**config.mk**
```make
export PLATFORM = sky130hd
export DESIGN_NAME = cache_hierarchy
export DESIGN_NICKNAME = d
export VERILOG_FILES = /design/src/rtl/cache_hierarchy.sv
export SDC_FILE = /design/constraint.sdc
export NUM_CORES = 1
export LEC_CHECK = 0
export BUFFER_PORTS_ARGS = -buffer_cell sky130_fd_sc_hd__buf_4
export CAP_MARGIN = 20
export CORE_UTILIZATION = 38
export DETAILED_ROUTE_END_ITERATION = 16
export PLACE_DENSITY = 0.89
export SLEW_MARGIN = 10
export SYNTH_ARGS = -nofsm -noshare
export SYNTH_HDL_FRONTEND = slang
export SYNTH_SLANG_ARGS = --single-unit
```
**constraint.sdc**
```tcl
create_clock -name clk -period 3.15 [get_ports clk]
set_input_delay 0.1575 -clock clk [delete_from_list [all_inputs] [get_ports clk]]
set_output_delay 0.1575 -clock clk [all_outputs]
set_load 0.005 [all_outputs]
```
**src/rtl/cache_hierarchy.sv**
```systemverilog
// L1/L2 tag-compare and hit/miss decision stage for a byte-wide memory path.
// Combinational compare against externally supplied line state; one-cycle registered result.
module cache_hierarchy #(
   parameter int ADDR_W      = 32,
   parameter int DATA_W      = 8,
   parameter int OFFSET_BITS = 2,
   parameter int L1_INDEX    = 6,
   parameter int L2_INDEX    = 8
) (
   input  logic              clk,
   input  logic              rst_n,
   input  logic [ADDR_W-1:0] address,
   input  logic              read_write,
   input  logic [DATA_W-1:0] data_in,
   input  logic              l1_valid,
   input  logic [ADDR_W-1:0] l1_stored_tag,
   input  logic [DATA_W-1:0] l1_data,
   input  logic              l2_valid,
   input  logic [ADDR_W-1:0] l2_stored_tag,
   input  logic [DATA_W-1:0] l2_data,
   output logic              l1_hit,
   output logic              l1_miss,
   output logic              l2_hit,
   output logic              l2_miss,
   output logic [DATA_W-1:0] data_out,
   output logic              memory_access
);

   localparam int L1_SHIFT = OFFSET_BITS + L1_INDEX;
   localparam int L2_SHIFT = OFFSET_BITS + L2_INDEX;

   // Right shift leaves the tag zero-extended to the full stored-tag width.
   function automatic logic [ADDR_W-1:0] extract_tag(input logic [ADDR_W-1:0] addr,
                                                     input int              shift);
      return addr >> shift;
   endfunction

   logic [ADDR_W-1:0] l1_tag_p0;
   logic [ADDR_W-1:0] l2_tag_p0;
   logic              l1_match_p0;
   logic              l2_match_p0;
   logic [DATA_W-1:0] data_sel_p0;

   logic              l1_hit_p1;
   logic              l1_miss_p1;
   logic              l2_hit_p1;
   logic              l2_miss_p1;
   logic              mem_acc_p1;
   logic [DATA_W-1:0] data_out_p1;

   // Stage p0: tag extraction, compare and return-data select
   assign l1_tag_p0   = extract_tag(address, L1_SHIFT);
   assign l2_tag_p0   = extract_tag(address, L2_SHIFT);
   assign l1_match_p0 = l1_valid & (l1_tag_p0 == l1_stored_tag);
   assign l2_match_p0 = l2_valid & (l2_tag_p0 == l2_stored_tag);

   always_comb begin
      data_sel_p0 = '0;
      if (read_write) begin
         data_sel_p0 = data_in;
      end else if (l1_match_p0) begin
         data_sel_p0 = l1_data;
      end else if (l2_match_p0) begin
         data_sel_p0 = l2_data;
      end
   end

   // Stage p1: registered decision; reset also drops the in-flight lookup
   always_ff @(posedge clk) begin
      if (!rst_n) begin
         l1_hit_p1   <= 1'b0;
         l1_miss_p1  <= 1'b0;
         l2_hit_p1   <= 1'b0;
         l2_miss_p1  <= 1'b0;
         mem_acc_p1  <= 1'b0;
         data_out_p1 <= '0;
      end else begin
         l1_hit_p1   <= l1_match_p0;
         l1_miss_p1  <= ~l1_match_p0;
         l2_hit_p1   <= ~l1_match_p0 & l2_match_p0;
         l2_miss_p1  <= ~l1_match_p0 & ~l2_match_p0;
         mem_acc_p1  <= ~l1_match_p0 & ~l2_match_p0;
         data_out_p1 <= data_sel_p0;
      end
   end

   assign l1_hit        = l1_hit_p1;
   assign l1_miss       = l1_miss_p1;
   assign l2_hit        = l2_hit_p1;
   assign l2_miss       = l2_miss_p1;
   assign memory_access = mem_acc_p1;
   assign data_out      = data_out_p1;

endmodule

```
Word-level counts from Yosys, hierarchy flattened
Index checks and enable logic that the tools add are counted.
Operators by class
  eq/ne operators: 2
  multiplexer cells: 3
  bitwise logic cells: 6
Operator list (count)
  22-bit by 32-bit == test with 1-bit output: 1
  24-bit by 32-bit == test with 1-bit output: 1
  8-bit 2-to-1 mux: 3
  1-bit bitwise AND: 4
  1-bit inverter: 2
Storage, ports and cells
  input port bits: 125
  output and inout port bits: 13
  logic and storage cells: 16
  bits in registers: 12

Longest topological paths before layout
Gate-level depths: netlist (run 1).
  word-level depth: 5
  gate-level depth with buffers: 5
  depth with buffers taken out: 5

Worst setup path after synthesis (run 1)
No wires, ideal clock.
  kind: input to register
  start point: in l1_stored_tag[19]
  end point: reg l2_hit_p1, in the netlist l2_hit
  required time: 3034 ps
  path slack: 1807 ps
  stages: 5
  arrival time: 1228 ps
  path through: xor2_1 > nor4_4 > nand4_1 > nor3_2 > and3b_1
Between the ends
  word-level cells in the longest chain between the ends: 4
RTL lines
  start: declaration: RTL line 16  | input logic [ADDR_W-1:0] l1_stored_tag,
  24-bit by 32-bit == test with 1-bit output: RTL line 54  | assign l1_match_p0 = l1_valid & (l1_tag_p0 == l1_stored_tag);
  1-bit bitwise AND: RTL line 54
  1-bit inverter: RTL line 80  | l2_hit_p1 <= ~l1_match_p0 & l2_match_p0;
  1-bit bitwise AND: RTL line 80
  end signal: assignment: RTL line 80
  end: declaration: RTL line 46  | logic l2_hit_p1;
No other way between the ends.
A chain may end at the register's enable or synchronous reset.

Final worst setup path (run 1)
  start point: in l1_stored_tag[1]
  end point: reg data_out_p1[7], in the netlist data_out[7]
Between the ends
  word-level cells in the longest chain between the ends: 4
RTL lines
  24-bit by 32-bit == test with 1-bit output: RTL line 54
  1-bit bitwise AND: RTL line 54
  8-bit 2-to-1 mux: RTL line 61  | end else if (l1_match_p0) begin
  8-bit 2-to-1 mux: RTL line 59  | if (read_write) begin
  end signal: assignment: RTL line 83  | data_out_p1 <= data_sel_p0;
  end: declaration: RTL line 49  | logic [DATA_W-1:0] data_out_p1;
No other way between the ends.

==> metrics.yaml, run 1 <==
route:
  wl_um: 4220
  via_count: 1608
  ant_nets: 0
  wl_per_cell_um: 12.7
  via_per_inst: 4.83
  drt_first_iter_violations: 42
  route.detailed.drc: 0
  drt_first_pass_iters: 4
global_routing:
  grt_max_degree: 17
  grt_pass1_wl_um: 6530
  grt_pass1_vias: 1631
  grt_antenna_before_repair: 0
  track_usage_pct: 23.7
  overflow: 0
clock_tree:
  cts-buffers-inserted: 3
  cts_setup_buffers: 0
  htreeDepth: 1
  cts_tree: "built"
  clkTransAtPathRegs_ns: 0.07
  clock_sinks: 12
  cts-root-buf: "clkbuf_4"
  hold_buffers: 0
  clockBufferDepth: 2
  cts_resized: 0
yosys:
  yosysSeqAreaShare_pct: 18.1
  synthTopCellsByCount: "nand2_1 (26), xor2_1 (24), xnor2_1 (22)"
  synth-simple-area-share_pct: 33.6
  synthXorXnorAreaFrac_pct: 30.4
  synth_adder_area_share_pct: 0
  syn_area_per_cell_um2: 8.43
  ys_types: 27
  synthMuxAreaShare_pct: 0
  yosysMostFrequentCell: "nand2_1"
  synth_edf_count: 0
  synth_async_sr_flop_share_pct: 0
  synth.top_cells.by_area: "dfxtp_1 (18%), xor2_1 (16%), xnor2_1 (15%), nor4_4 (8.0%), nand2_1 (7.4%)"
  yosysWarnings: 0
  synth-main-ff-cell: "dfxtp_1"
  synth-compound-area-share_pct: 14.5
  yosys.area.top_type: "dfxtp_1"
  synth_top_area_share_pct: 18.1
  syn-num-nets: 282
  synthCells: 157
  synth_top_family_by_area: "simple AND/OR/NAND/NOR gates"
  syn_area_um2: 1320
  synth-seq-cells: 12
power_and_ir_drop:
  finalPower_mw: 0.535
  vdd_drop_max_v: 0.000111
  power_density_nw_per_um2: 226
  p_leak_nw: 1.08
place:
  routabilityCongestion: 0.815
  postPlaceCellArea_um2: 2330
  numPortBuffers: 129
  hpwl_um: 3840
die:
  die_h_um: 61.0
  dieArea_um2: 3720
  io_pins: 138
  die_w_um: 61.0
  start_util_pct: 39.7
  rows: 21
  core-area_um2: 3340
worst_setup_path:
  required_ns: 3.30
  worst_setup_path_start_kind: "input port"
  cp_max_fo: 9
  end_kind: "register"
  crit_slowest_cell: "o211ai_4"
  cp-startpoint: "l1_stored_tag[1]"
  max_stage_delay_ns: 0.37
  worstSetupPathType: "in2reg"
  crit_chain: "buf_4 > xor2_1 > nor4_4 > nand3_2 > o211ai_4 > o21ai_1"
  crit_arrival_ns: 1.57
sta:
  period_share_pct: 44.9
  hold_viol_final: 0
  fmax_ghz: 0.706
  period_minus_slack_ns: 1.42
  rsz0062_at_grt: "no"
  setup_violations: 0
  worst_pin_slew_ns: 0.381
  maxSlewHeadroom_pct: 74.4
  setup_tns_ns: 0
  drv_slew: 0
cells_and_area:
  n_antenna_cell: 0
  finalInstanceArea_um2: 2370
  finalNetCount: 413
  synthToLayoutAreaGrowth_pct: 79.1
  drive_above_1_share_pct: 50.2
status:
  status: "completed"
worst_hold_path:
  hold_path_class: "in2reg"
  hp-start: "l2_data[4]"
flow_run:
  max_cap_violations: 0
## layout make-up
cell class / count / area [um^2]
Multi-Input combinational cell: 134 / 1040
Inverter: 8 / 30.0
Fill cell: 260 / 966
Clock buffer: 4 / 36.3
Timing Repair Buffer: 129 / 968
Tap cell: 46 / 57.6
Sequential cell: 12 / 240
## flip-flops by register name (all words and copies together) (netlist names)
signal,flops
data_out,8
memory_access,1
l1_miss,1
l1_hit,1
l2_hit,1
## worst paths after layout
path	slack, ns	to	cells after the start
max	1.73	data_out[7]	6
min	0.13	data_out[4]	3
## metrics by stage
stage	utilization, %	setup WS [ns]	hold slack [ns]	std cells
after floorplan	-	1.81	0.290	157
after global placement	70.0	1.44	0.404	329
after detailed placement	70.0	1.41	0.410	329
after CTS	71.1	1.70	0.122	333
after global routing	71.1	1.58	0.118	333
final	71.1	1.73	0.128	333
## report_power, final
group,leakage (nW),internal (mW),switching [mW]
Combinational,0.964,0.152,0.102
Sequential,0.0992,0.158,0.00194
Clock,0.0210,0.0702,0.0499
Total,1.08,0.381,0.154
## placed cells by master (no fill, tap or decap)
cell	netlist	layout
xnor2_1	22	22
nor2b_1	2	2
nor3_2	1	1
nor4_2	2	2
inv_1	8	8
nor3_1	5	5
nor4b_1	1	1
o211ai_4	1	1
nand3_1	1	1
clkbuf_8	0	1
clkbuf_4	0	3
nand4b_1	1	1
nand4_1	8	8
a21boi_0	8	8
nor3b_1	1	1
nor4_4	5	5
nand3_2	1	1
dfxtp_1	12	12
nand2_1	26	26
xor2_1	24	24
and2_1	2	2
o31a_1	8	8
nor4_1	4	4
o21ai_1	8	8
and4b_1	1	1
nand4_4	1	1
buf_4	1	129
and3b_1	1	1
## kinds of logic after synthesis
logic type | Yosys count
flip-flops | 12
AO/OA/AOI/OAI | 25
AND/OR/NAND/NOR | 63
buffers and inverters | 11
XOR/XNOR | 46
## worst max-delay path: cells and delay by family
kind	cells	cell delay, ns
AO/OA/AOI/OAI	2	0.48
XOR/XNOR	1	0.17
buffers and inverters	1	0.11
AND/OR/NAND/NOR	2	0.64
## layer usage
| layer | up-vias | share of wire [%] | GRT usage (%) |
|---|---|---|---|
| met3 | 6 | 8.4 | 5.46 |
| met1 | 705 | 35 | 22.5 |
| met2 | 85 | 56 | 47.4 |
| met4 | 0 | 1.3 | 10.7 |
| met5 | - | 0 | 0 |
| li1 | 812 | - | - |
Note: power is estimated with default switching activity, not from simulation.
==> run 2, diff against run 1 <==
Settings changed: CORE_UTILIZATION 38 to 36, PLACE_DENSITY 0.89 to 0.85.
Clock period 3.15 ns to 1.42 ns, I/O delays scaled along.
==> run 2 against run 1 <==
Critical path depth rose by 1. Critical path type unchanged. Highest routed layer unchanged. Via count grew 1.5%. Cell count grew 3.6%. Routed wire length increased by 3.3%. Power rose by 140%.
==> metrics.yaml, run 2 (same netlist as run 1, synthesis figures left out) <==
route:
  wl_per_cell_um: 12.6  # -0.25%
  drt_first_iter_violations: 37  # -12%
  via_per_inst: 4.73  # -2.0%
  via_count: 1632  # +1.5%
  drt_first_pass_iters: 4  # unchanged
  wl_um: 4360  # +3.3%
  ant_nets: 0  # unchanged
  route.detailed.drc: 0  # unchanged
global_routing:
  grt_max_degree: 17  # unchanged
  track_usage_pct: 21.7  # -2.0 points
  grt_pass1_vias: 1639  # +0.49%
  grt_pass1_wl_um: 6840  # +4.7%
  grt_antenna_before_repair: 0  # unchanged
  overflow: 0  # unchanged
sta:
  drv_slew: 0  # unchanged
  period_share_pct: 91.8
  fmax_ghz: 0.767
  setup_violations: 0  # unchanged
  worst_pin_slew_ns: 0.375  # -0.00602 ns
  hold_viol_final: 0  # unchanged
  period_minus_slack_ns: 1.30
  rsz0062_at_grt: "no"
  hold_slack_ns: 0.0724  # -0.0559 ns
  maxSlewHeadroom_pct: 74.8  # +0.37 points
  fin_ws_ns: 0.117  # -1.62 ns
cells_and_area:
  drive_above_1_share_pct: 52.2  # +2.0 points
  final_cell_mix: "buf_4 (139), nand2_1 (26), xor2_1 (24), xnor2_1 (22), dfxtp_1 (12)"
  n_antenna_cell: 0  # unchanged
  synthToLayoutAreaGrowth_pct: 89.2
  finalInstanceArea_um2: 2500  # +5.6%
  fillers: 284  # +9.2%
  final_util_pct: 72.8  # +1.7 points
  largest_reg_flops: 8  # unchanged
  final_common_cell: "buf_4"
  finalNetCount: 425  # +2.9%
power_and_ir_drop:
  p_clk_share_pct: 28.2  # +5.8 points
  p_switching_mw: 0.357  # +130%
  seqPwrFrac_pct: 27.4  # -2.6 points
  vdd_drop_max_v: 0.000395  # +260%
  p_int_mw: 0.947  # +150%
  power_density_nw_per_um2: 521  # +130%
  p_leak_nw: 1.16  # +7.2%
  swShare_pct: 27.3  # -1.4 points
  combPwrFrac_pct: 44.4  # -3.2 points
  finalPower_mw: 1.30  # +140%
clock_tree:
  cts-root-buf: "clkbuf_8"
  cts-buffers-inserted: 3  # unchanged
  cts_tree: "built"
  clockBufferDepth: 2  # unchanged
  hold_buffers: 0  # unchanged
  htreeDepth: 1  # unchanged
  clkTransAtPathRegs_ns: 0.05  # -0.02 ns
  cts_resized: 0  # unchanged
  clock_sinks: 12  # unchanged
  cts_setup_buffers: 0  # unchanged
worst_setup_path:
  cp_max_fo: 8  # -1
  required_ns: 1.59  # -1.71 ns
  crit_arrival_ns: 1.47  # -0.10 ns
  worst_setup_path_start_kind: "input port"
  end_kind: "register"
  worstSetupPathType: "in2reg"
die:
  io_pins: 138  # unchanged
  die_w_um: 62.6  # +2.7%
  die_h_um: 62.6  # +2.7%
  dieArea_um2: 3920  # +5.4%
  start_util_pct: 38.5  # -1.2 points
  core-area_um2: 3440  # +3.1%
  rows: 21  # unchanged
place:
  routabilityCongestion: 0.833  # +2.2%
  hpwl_um: 3820  # -0.39%
  postPlaceCellArea_um2: 2450  # +4.9%
  numPortBuffers: 129  # unchanged
  dp_slack_ns: -0.131  # -1.54 ns
flow_run:
  max_cap_violations: 0  # unchanged
status:
  status: "completed"
worst_hold_path:
  hold_path_class: "in2reg"
-- run 2: cell count changes in the layout (fill, tap and decap cells not counted) --
cell,previous run,this run
buf_12,0,2
clkbuf_8,1,4
buf_4,129,139
clkbuf_4,3,0
-- run 2: power by group through the flow --
stage	logic [mW]	clock network (mW)	registers, mW
final	0.579	0.368	0.357
after global routing	0.626	0.386	0.358
after CTS	0.584	0.370	0.357
after detailed placement	0.580	0	0.364
after global placement	0.568	0	0.363
after floorplan	0.228	0	0.365
-- run 2: layer usage --
| metal | vias to the layer above | wire [um] | part of all wire (%) | global-route usage, % |
|---|---|---|---|---|
| met1 | 736 | 1660 | 38 | 23.4 |
| met2 | 56 | 2460 | 56 | 43.6 |
| met5 | - | 0 | 0 | 0 |
| met3 | 4 | 220 | 5.0 | 4.01 |
| li1 | 836 | - | - | - |
| met4 | 0 | 20 | 0.46 | 3.20 |
-- run 2: critical path, stage by stage --
cell     delay (ns)
buf_4          0.11
xor2_1         0.18
nor4_4         0.41
nand4_4        0.17
buf_12         0.18
o31a_1         0.28
o21ai_1        0.08
-- run 2: final cells by class --
class	instances	area, um^2	area share, %
multi-input cells	134	1040	41.5
well taps	46	57.6	2.30
repair buffers	141	1080	43.3
clock buffers	4	55.1	2.20
inverters	8	30.0	1.20
flip-flops and latches	12	240	9.59
-- run 2: metrics by stage --
stage	cells	TNS, ns
global route	345	0
CTS	345	0
floorplan	157	0
detailed placement	341	-1.19
finish	345	0
global placement	341	-0.597
-- run 2: final timing paths --
check / cells past startpoint / start / slack, ns / endpoint
worst min-delay path: 3 / l2_data[1] / 0.07 / data_out[1]
worst max-delay path: 7 / l1_stored_tag[19] / 0.12 / data_out[5]
==> run 3, diff against run 2 <==
--- a/config.mk
+++ b/config.mk
@@ -12,2 +12,3 @@
 export PLACE_DENSITY = 0.85
+export SETUP_SLACK_MARGIN = 0.2
 export SLEW_MARGIN = 10
==> constraint.sdc (replaced) <==
create_clock -name clk -period 1.42 [get_ports clk]
set_input_delay 0.213 -clock clk [delete_from_list [all_inputs] [get_ports clk]]
set_output_delay 0.213 -clock clk [all_outputs]
set_load 0.005 [all_outputs]
==> run 3 against run 2 <==
Power is 4.9% higher. Critical path type unchanged. Largest power group unchanged. Sequential share of layout area is 0.67 points lower. First-iteration DRC count is 22% higher. Worst hold slack better by 0.16 ns. Clock power hardly changed.
==> metrics.yaml, run 3 (same netlist as run 1, synthesis figures left out) <==
status:
  status: "completed"
die:
  rows: 21  # unchanged
  core-area_um2: 3440  # unchanged
  die_w_um: 62.6  # unchanged
  io_pins: 138  # unchanged
  dieArea_um2: 3920  # unchanged
  die_h_um: 62.6  # unchanged
  start_util_pct: 38.5  # unchanged
clock_tree:
  cts-buffers-inserted: 3  # unchanged
  cts_tree: "built"
  clkTransAtPathRegs_ns: 0.05  # about the same
  htreeDepth: 1  # unchanged
  hold_buffers: 0  # unchanged
  clock_sinks: 12  # unchanged
  clockBufferDepth: 2  # unchanged
  cts-root-buf: "clkbuf_8"
worst_setup_path:
  worstSetupPathType: "in2reg"
  end_kind: "register"
  crit_slowest_cell: "nor4_4"
  crit_chain: "buf_8 > xor2_4 > nor4_4 > nand3_2 > buf_12 > o31a_1 > o21ai_1"
  cp_max_fo: 8  # unchanged
  cp_top_family: "simple AND/OR/NAND/NOR gates"
  worst_setup_path_start_kind: "input port"
  required_ns: 1.59  # about the same
  max_stage_delay_ns: 0.34  # -0.07 ns
  cp.buffers_inverters: 2  # unchanged
  crit_arrival_ns: 1.55  # +0.08 ns
global_routing:
  grt_pass1_wl_um: 7410  # +8.3%
  overflow: 0  # unchanged
  grt_pass1_vias: 1755  # +7.1%
  track_usage_pct: 23.8  # +2.1 points
  grt_max_degree: 17  # unchanged
  grt_antenna_before_repair: 0  # unchanged
place:
  hpwl_um: 3880  # +1.4%
  numPortBuffers: 129  # unchanged
  dp_slack_ns: -0.234  # -0.104 ns
  postPlaceCellArea_um2: 2530  # +3.3%
  routabilityCongestion: 0.754  # -9.4%
route:
  via_per_inst: 4.79  # +1.2%
  drt_first_pass_iters: 4  # unchanged
  drt_first_iter_violations: 45  # +22%
  ant_nets: 0  # unchanged
  wl_um: 4680  # +7.4%
  wl_per_cell_um: 13.2  # +4.7%
  via_count: 1694  # +3.8%
  route.detailed.drc: 0  # unchanged
sta:
  drv_slew: 0  # unchanged
  fin_ws_ns: 0.0357  # -0.0808 ns
  maxSlewHeadroom_pct: 75.4  # +0.62 points
  setup_tns_ns: 0  # unchanged
  worst_pin_slew_ns: 0.366  # -0.00907 ns
  setup_violations: 0  # unchanged
  period_share_pct: 97.5  # +5.7 points
  period_minus_slack_ns: 1.38  # +0.0808 ns
  fmax_ghz: 0.722  # -5.8%
  hold_slack_ns: 0.233  # +0.161 ns
  rsz0062_at_grt: "yes"
  hold_viol_final: 0  # unchanged
power_and_ir_drop:
  p_leak_nw: 1.24  # +6.2%
  power_density_nw_per_um2: 508  # -2.5%
  vdd_drop_max_v: 0.000251  # -36%
cells_and_area:
  largest_reg_flops: 8  # unchanged
  final_common_cell: "buf_4"
  finalInstanceArea_um2: 2690  # +7.5%
  n_antenna_cell: 0  # unchanged
  final_cell_mix: "buf_4 (141), nand2_1 (26), xnor2_1 (22), xor2_1 (20), dfxtp_1 (12)"
  finalNetCount: 434  # +2.1%
  drive_above_1_share_pct: 55.5  # +3.3 points
  synthToLayoutAreaGrowth_pct: 103
worst_hold_path:
  hold_path_class: "in2reg"
flow_run:
  max_cap_violations: 0  # unchanged
run 3: cell count changes in the layout (fill, tap and decap cells not counted), sizes merged:
cell | before | now
buf | 141 | 150
run 3: worst paths after layout:
path | cells after the start | slack (ns) | startpoint | end
worst min-delay path | 3 | 0.23 | l2_data[5] | data_out[5]
worst max-delay path | 7 | 0.04 | l1_stored_tag[13] | data_out[1]
run 3: where the power goes:
group	internal [mW]	switching, mW	leakage (nW)
clock network	0.244	0.120	0.0288
registers	0.352	0.00514	0.0992
logic	0.393	0.252	1.11
total	0.990	0.378	1.24
run 3: layout make-up:
type / count / area (um^2)
repair buffers: 150 / 1190
multi-input cells: 134 / 1120
flip-flops and latches: 12 / 240
inverters: 8 / 30.0
fillers: 240 / 748
well taps: 46 / 57.6
clock buffers: 4 / 55.1
run 3: repair_timing:
item / CTS / global route
buffers inserted: 2 / 0
pin swaps: 9 / 11
cloned: 0 / 0
gates resized for setup: 11 / 7
setup endpoints to repair: 12 / 12
run 3: per-stage QoR:
step,total power [mW],std cells,utilization (%)
floorplan,0.597,157,-
global placement,0.960,348,73.5
detailed placement,0.973,348,73.5
CTS,1.37,354,77.5
global route,1.44,354,78.3
finish,1.37,354,78.3
run 3: layer usage:
| layer | GRT usage [%] | share of wire, % |
|---|---|---|
| met5 | 0 | 0 |
| met4 | 8.43 | 3.1 |
| met3 | 4.56 | 7.0 |
| met2 | 48.2 | 55 |
| met1 | 23.4 | 35 |
